### src/rtl/icache_dm_pkg.sv
// Shared definitions for the direct-mapped instruction cache: FSM encoding and
// address-field geometry derived from XLEN / LINES / WORDS.
package icache_dm_pkg;

    typedef enum logic [1:0] {
        IDLE   = 2'd0,
        RESP   = 2'd1,
        REFILL = 2'd2
    } state_t;

    localparam int DEF_XLEN   = 32;
    localparam int DEF_LINES  = 16;
    localparam int DEF_WORDS  = 4;
    localparam int BYTE_OFF_W = 2;

    function automatic int off_w(input int words);
        return $clog2(words);
    endfunction

    function automatic int idx_w(input int lines);
        return $clog2(lines);
    endfunction

    function automatic int tag_w(input int xlen, input int lines, input int words);
        return xlen - $clog2(lines) - $clog2(words) - BYTE_OFF_W;
    endfunction

    localparam int DEF_OFF_W = off_w(DEF_WORDS);
    localparam int DEF_IDX_W = idx_w(DEF_LINES);
    localparam int DEF_TAG_W = tag_w(DEF_XLEN, DEF_LINES, DEF_WORDS);

endpackage

### src/rtl/icache_array.sv
// Valid/tag/data storage for icache_dm. Only the valid bits are reset; tag and
// data contents are meaningless until a line is installed.
module icache_array
    import icache_dm_pkg::*;
#(
    parameter  int XLEN  = DEF_XLEN,
    parameter  int LINES = DEF_LINES,
    parameter  int WORDS = DEF_WORDS,
    localparam int OFF_W = off_w(WORDS),
    localparam int IDX_W = idx_w(LINES),
    localparam int TAG_W = tag_w(XLEN, LINES, WORDS)
) (
    input  logic             clk,
    input  logic             rst,
    input  logic [IDX_W-1:0] rd_idx,
    input  logic [OFF_W-1:0] rd_off,
    output logic             rd_valid,
    output logic [TAG_W-1:0] rd_tag,
    output logic [XLEN-1:0]  rd_word,
    input  logic             wr_en,
    input  logic [IDX_W-1:0] wr_idx,
    input  logic [OFF_W-1:0] wr_off,
    input  logic [XLEN-1:0]  wr_data,
    input  logic             inst_en,
    input  logic [IDX_W-1:0] inst_idx,
    input  logic [TAG_W-1:0] inst_tag,
    input  logic             clr_all
);

    logic [LINES-1:0] valid_q;
    logic [TAG_W-1:0] tag_q  [LINES];
    logic [XLEN-1:0]  data_q [LINES][WORDS];

    always_ff @(posedge clk or posedge rst) begin
        if (rst) begin
            valid_q <= '0;
        end else if (clr_all) begin
            valid_q <= '0;
        end else if (inst_en) begin
            valid_q[inst_idx] <= 1'b1;
        end
    end

    always_ff @(posedge clk) begin
        if (wr_en) begin
            data_q[wr_idx][wr_off] <= wr_data;
        end
        if (inst_en) begin
            tag_q[inst_idx] <= inst_tag;
        end
    end

    assign rd_valid = valid_q[rd_idx];
    assign rd_tag   = tag_q[rd_idx];
    assign rd_word  = data_q[rd_idx][rd_off];

endmodule

### src/rtl/icache_dm.sv
// Direct-mapped read-only instruction cache with in-order line refill.
// Define ICACHE_FLUSH_EN to add the flush_in port and deferred flush handling.
module icache_dm
    import icache_dm_pkg::*;
#(
    parameter int XLEN  = DEF_XLEN,
    parameter int LINES = DEF_LINES,
    parameter int WORDS = DEF_WORDS
) (
    input  logic            clock_in,
    input  logic            reset_in,
    input  logic            core_valid_in,
    input  logic [XLEN-1:0] core_addr_in,
    output logic            core_ready_out,
    output logic [XLEN-1:0] core_data_out,
    output logic            mem_valid_out,
    output logic [XLEN-1:0] mem_addr_out,
    input  logic            mem_ready_in,
    input  logic [XLEN-1:0] mem_data_in
`ifdef ICACHE_FLUSH_EN
    ,
    input  logic            flush_in
`endif
);

    localparam int OFF_W   = off_w(WORDS);
    localparam int IDX_W   = idx_w(LINES);
    localparam int TAG_W   = tag_w(XLEN, LINES, WORDS);
    localparam int IDX_LSB = BYTE_OFF_W + OFF_W;
    localparam int TAG_LSB = IDX_LSB + IDX_W;
    localparam logic [OFF_W-1:0] LAST_CNT = OFF_W'(WORDS - 1);

    state_t           state_q;
    logic [OFF_W-1:0] cnt_q;
    logic             done_q;
    logic [TAG_W-1:0] tag_q;
    logic [IDX_W-1:0] idx_q;
    logic [OFF_W-1:0] off_q;

    logic [OFF_W-1:0] core_off;
    logic [IDX_W-1:0] core_idx;
    logic [TAG_W-1:0] core_tag;
    logic             unused_addr_bits;

    logic [IDX_W-1:0] lk_idx;
    logic [OFF_W-1:0] lk_off;
    logic             lk_valid;
    logic [TAG_W-1:0] lk_tag;
    logic [XLEN-1:0]  lk_word;
    logic             hit;

    logic             fill_active;
    logic             wr_en;
    logic             inst_en;
    logic             flush_go;

    assign core_off         = core_addr_in[BYTE_OFF_W +: OFF_W];
    assign core_idx         = core_addr_in[IDX_LSB +: IDX_W];
    assign core_tag         = core_addr_in[TAG_LSB +: TAG_W];
    assign unused_addr_bits = ^core_addr_in[BYTE_OFF_W-1:0];

    // In IDLE the live request is looked up; afterwards the latched one is.
    assign lk_idx = (state_q == IDLE) ? core_idx : idx_q;
    assign lk_off = (state_q == IDLE) ? core_off : off_q;
    assign hit    = lk_valid && (lk_tag == core_tag);

    // done_q marks the install cycle: the line is complete, the bus is idle.
    assign fill_active   = (state_q == REFILL) && !done_q;
    assign wr_en         = fill_active && mem_ready_in;
    assign inst_en       = wr_en && (cnt_q == LAST_CNT);
    assign mem_valid_out = fill_active;
    assign mem_addr_out  = fill_active ? {tag_q, idx_q, cnt_q, 2'b00} : '0;

`ifdef ICACHE_FLUSH_EN
    logic flush_pend_q;
    assign flush_go = (state_q == IDLE) && (flush_in || flush_pend_q);
`else
    assign flush_go = 1'b0;
`endif

    icache_array #(
        .XLEN  (XLEN),
        .LINES (LINES),
        .WORDS (WORDS)
    ) u_array (
        .clk      (clock_in),
        .rst      (reset_in),
        .rd_idx   (lk_idx),
        .rd_off   (lk_off),
        .rd_valid (lk_valid),
        .rd_tag   (lk_tag),
        .rd_word  (lk_word),
        .wr_en    (wr_en),
        .wr_idx   (idx_q),
        .wr_off   (cnt_q),
        .wr_data  (mem_data_in),
        .inst_en  (inst_en),
        .inst_idx (idx_q),
        .inst_tag (tag_q),
        .clr_all  (flush_go)
    );

    always_ff @(posedge clock_in) begin
        if ((state_q == IDLE) && core_valid_in && !flush_go) begin
            tag_q <= core_tag;
            idx_q <= core_idx;
            off_q <= core_off;
        end
    end

    always_ff @(posedge clock_in or posedge reset_in) begin
        if (reset_in) begin
            state_q        <= IDLE;
            cnt_q          <= '0;
            done_q         <= 1'b0;
            core_ready_out <= 1'b0;
            core_data_out  <= '0;
`ifdef ICACHE_FLUSH_EN
            flush_pend_q   <= 1'b0;
`endif
        end else begin
            core_ready_out <= 1'b0;
            case (state_q)
                IDLE: begin
                    if (flush_go) begin
`ifdef ICACHE_FLUSH_EN
                        flush_pend_q <= 1'b0;
`endif
                    end else if (core_valid_in) begin
                        if (hit) begin
                            state_q        <= RESP;
                            core_ready_out <= 1'b1;
                            core_data_out  <= lk_word;
                        end else begin
                            state_q <= REFILL;
                            cnt_q   <= '0;
                            done_q  <= 1'b0;
                        end
                    end
                end
                REFILL: begin
                    if (done_q) begin
                        state_q        <= RESP;
                        done_q         <= 1'b0;
                        core_ready_out <= 1'b1;
                        core_data_out  <= lk_word;
                    end else if (mem_ready_in) begin
                        cnt_q <= cnt_q + OFF_W'(1);
                        if (cnt_q == LAST_CNT) begin
                            done_q <= 1'b1;
                        end
                    end
                end
                RESP: begin
                    state_q <= IDLE;
                end
                default: begin
                    state_q <= IDLE;
                end
            endcase
`ifdef ICACHE_FLUSH_EN
            if (flush_in && (state_q != IDLE)) begin
                flush_pend_q <= 1'b1;
            end
`endif
        end
    end

endmodule

### config.mk
export PLATFORM = sky130hd
export DESIGN_NAME = icache_dm
export DESIGN_NICKNAME = d
export VERILOG_FILES = /design/src/rtl/icache_dm_pkg.sv /design/src/rtl/icache_array.sv /design/src/rtl/icache_dm.sv
export SDC_FILE = /design/constraint.sdc
export NUM_CORES = 2
export LEC_CHECK = 0
export CAP_MARGIN = 10
export CORE_ASPECT_RATIO = 1.25
export CORE_UTILIZATION = 55
export CTS_CLUSTER_DIAMETER = 40
export CTS_CLUSTER_SIZE = 40
export DETAILED_ROUTE_END_ITERATION = 12
export PLACE_DENSITY_LB_ADDON = 0.12
export SLEW_MARGIN = 20
export SYNTH_ARGS = -nofsm -noshare
export SYNTH_HDL_FRONTEND = slang
export SYNTH_HIERARCHICAL = 1
export SYNTH_SLANG_ARGS = --single-unit
### constraint.sdc
create_clock -name clock_in -period 5.35 [get_ports clock_in]
set_input_delay 1.07 -clock clock_in [delete_from_list [all_inputs] [get_ports clock_in]]
set_output_delay 1.07 -clock clock_in [all_outputs]
set_load 0.02 [all_outputs]
==> results.cfg <==
[run_status]
status = complete, no violations

[synth]
synth_cells = 4201
async_flop_share = 0.0215
synth_flop_cell = edfxtp_1
synth_warnings = 6
ys_types = 52
yosysSeqAreaShare = 0.780
synth-seq-cells = 2516
avgSynthCellArea_sq_um = 23.0
synth.cell_area_sq_um = 96500
synth_edf_count = 2462

[cts]
cts-root-buf = clkbuf_16
clk_pin_slew_worst_paths_ns = 0.06
cts_setup_buffers = 0
insertion_delay_ns = 0.92
cts_max_level = 5
cts_tree = done
cts_hold_buf = 0
cts_sinks = 2516
cts_buffer_depth = 4
cts_buffers = 281
cts_resized = 0

[die]
std_cell_rows = 171
core_sq_um = 174000
initial_utilization = 0.555
dieHeight_microns = 470
ios = 134
dieArea_sq_um = 177000
die_x_microns = 377

[global_route]
grt_pass1_vias = 47900
antenna_found_initial = 11
overflow = 0
grt_use_total = 0.279
grt_pass1_wl_mm = 344
grt_max_degree = 79

[pwr]
cellPowerDensity_nw_per_um2 = 531
ir_worst_vdd_mv = 0.460
clkPwrFrac = 0.325
switching_share = 0.309
finalPower_uw = 59400
pwr-share-seq = 0.378
p_leak_uw = 0.0354
power.switching_uw = 18300
internal_power_uw = 41100
pwr-share-comb = 0.297

[setup_path]
cp_max_fo = 35
reg2reg_depth = 12
reg2reg_from = state_q[1]
path_cells = or2_2 -> nand2_1 -> nand2_4 -> buf_12 -> buf_4 -> mux4_2 -> and2_0 -> a2111oi_0 -> a41oi_1 -> and3_1 -> inv_1 -> o31ai_1
worstSetupPathType = register to register
end_kind = register
slowest_delay_ns = 0.73
worstPathRequired_ns = 6.14
crit_path_start = state_q[1]
startpoint_type = register
cp.arrival_ns = 5.25
crit_slowest_cell = a2111oi_0

[sta]
maxSlewHeadroom = 0.244
hold_viol = 0
slew_viol_final = 0
fin_skew_ns = 0.0665
tightestPinTransition_ns = 1.13
setup_ws_ns = 0.883
setup_viol = 0
setup_tns_ns = 0
fin_crit_sh = 0.835
rsz0062_at_grt = no
max_freq_mhz = 224
min_period_ns = 4.47

[flow_run]
cap_violations = 0

[detailed_routing]
drc = 0
detail-route-antenna-nets = 0
drt_first_pass_iters = 5
vias = 46600
wl_per_cell_microns = 33.7
drtIter0Drc = 5254
wirelength_mm = 244
avgViaCountPerCell = 6.45

[finish]
syn2layout_area_growth_pct = 16.1
nets = 4746
layout-drive-gt1-share = 0.325

[hold_path]
min_path_cells = 2
hp-start = u_array/valid_q[5]
hold_class = register to register

[place]
io_buffers = 129
place_congestion = 0.942
dp_hpwl_mm = 134
place_ws_ns = 0.0789
-- per-layer routing --
metal | global-route usage | routed length (microns)
met1 | 0.366 | 90900
met5 | 0 | 22
met2 | 0.460 | 123000
met4 | 0.107 | 9940
met3 | 0.0617 | 19900
-- power groups by stage --
stage          Sequential [uW]  Clock, uW  Combinational [uW]
4_1_cts                  22500      19600               17700
3_5_place_dp             22900          0               17600
5_1_grt                  22500      20300               18300
6_report                 22500      19300               17600
2_1_floorplan            22900          0               10400
3_3_place_gp             22900          0               17500
-- worst max-delay path: cells and delay by family (launching register included) --
| kind | cells | cell delay [ns] |
|---|---|---|
| and+or+nand+nor | 5 | 1.16 |
| muxes | 1 | 0.59 |
| buffers and inverters | 3 | 0.97 |
| AOI/OAI and AO/OA | 3 | 1.09 |
| DFF | 1 | 0.45 |
-- final timing paths --
check,slack (ns),to
min in group asynchronous,0.51,state_q[1]
worst min register to register,0.50,u_array/valid_q[5]
worst max-delay path,0.88,core_data_out[20]
worst min-delay path,0.50,u_array/valid_q[5]
worst max register to register,0.88,core_data_out[20]
max in group asynchronous,4.30,u_array/valid_q[1]
-- flip-flops by register name (all words and copies together) (netlist names) --
name,cells
tag_q,24
idx_q,4
core_data_out,32
off_q,2
cnt_q,2
state_q,2
u_array/tag_q,384
done_q,1
u_array/data_q,2048
u_array/valid_q,16
core_ready_out,1
-- cell families after synthesis --
logic type / count (synthesis) / share of synthesized area
DFF: 2516 / 0.780
muxes: 741 / 0.165
and+or+nand+nor: 364 / 0.0172
AOI/OAI and AO/OA: 286 / 0.0217
buffers and inverters: 268 / 0.0137
xor gates and xnor gates: 24 / 0.00218
adders and majority gates: 1 / 0.000130
other: 1 / 0.0000389
-- synthesized netlist by cell type (10+ instances only) --
cell,n,area (sq um)
nand3_1,14,70.1
o221ai_1,24,210
nor2_1,168,631
o22ai_1,80,500
mux2_2,12,135
edfxtp_1,2462,73900
buf_6,10,113
dfrtp_1,54,1350
mux4_2,675,15200
a21oi_1,64,320
inv_1,36,135
o31ai_1,35,263
buf_1,25,93.8
buf_4,43,323
xnor2_1,24,210
nor3_1,13,65.1
buf_2,66,330
o211ai_2,30,375
clkbuf_1,86,323
nand2_1,78,293
nor2b_1,11,68.8
mux2i_1,53,531
and2_1,36,225
-- cells in the final DEF (no fill, tap or decap), types with 11 or more instances in the layout --
master	n
edfxtp_1	2462
mux4_2	675
clkbuf_16	287
buf_4	260
clkdlybuf4s50_1	97
nor2_1	92
o22ai_1	80
nor2_4	76
nand2_1	73
a21oi_1	63
dfrtp_1	54
mux2i_1	53
inv_1	35
o31ai_1	35
and2_1	35
inv_6	34
buf_12	32
clkinv_1	31
o211ai_2	30
buf_2	29
bufinv_16	25
xnor2_1	24
o221ai_1	24
clkinv_4	23
clkinvlp_4	21
inv_8	20
clkbuf_1	19
clkinv_2	16
clkinv_8	13
nand3_1	12
mux2_2	12
nor2b_1	11
-- per-stage QoR --
step,cell area [sq um],hold WS (ns),utilization,instances
after floorplan,96500,0.461,-,4203
after global placement,103000,0.474,0.590,6725
after detailed placement,103000,0.488,0.590,6728
after CTS,112000,0.501,0.643,7217
after global routing,112000,0.470,0.644,7220
final,112000,0.504,0.644,7222
-- cell type report --
| class | count | area (sq um) |
|---|---|---|
| antenna | 4 | 10.0 |
| clock buffer | 307 | 7270 |
| clock inverter | 182 | 2030 |
| fill | 11400 | 62000 |
| inverter | 38 | 148 |
| multi-input combinational | 1419 | 20500 |
| sequential | 2516 | 75300 |
| tap | 2335 | 2920 |
| timing repair buffer | 421 | 3790 |
No activity file was read; power rests on OpenSTA's default activity.
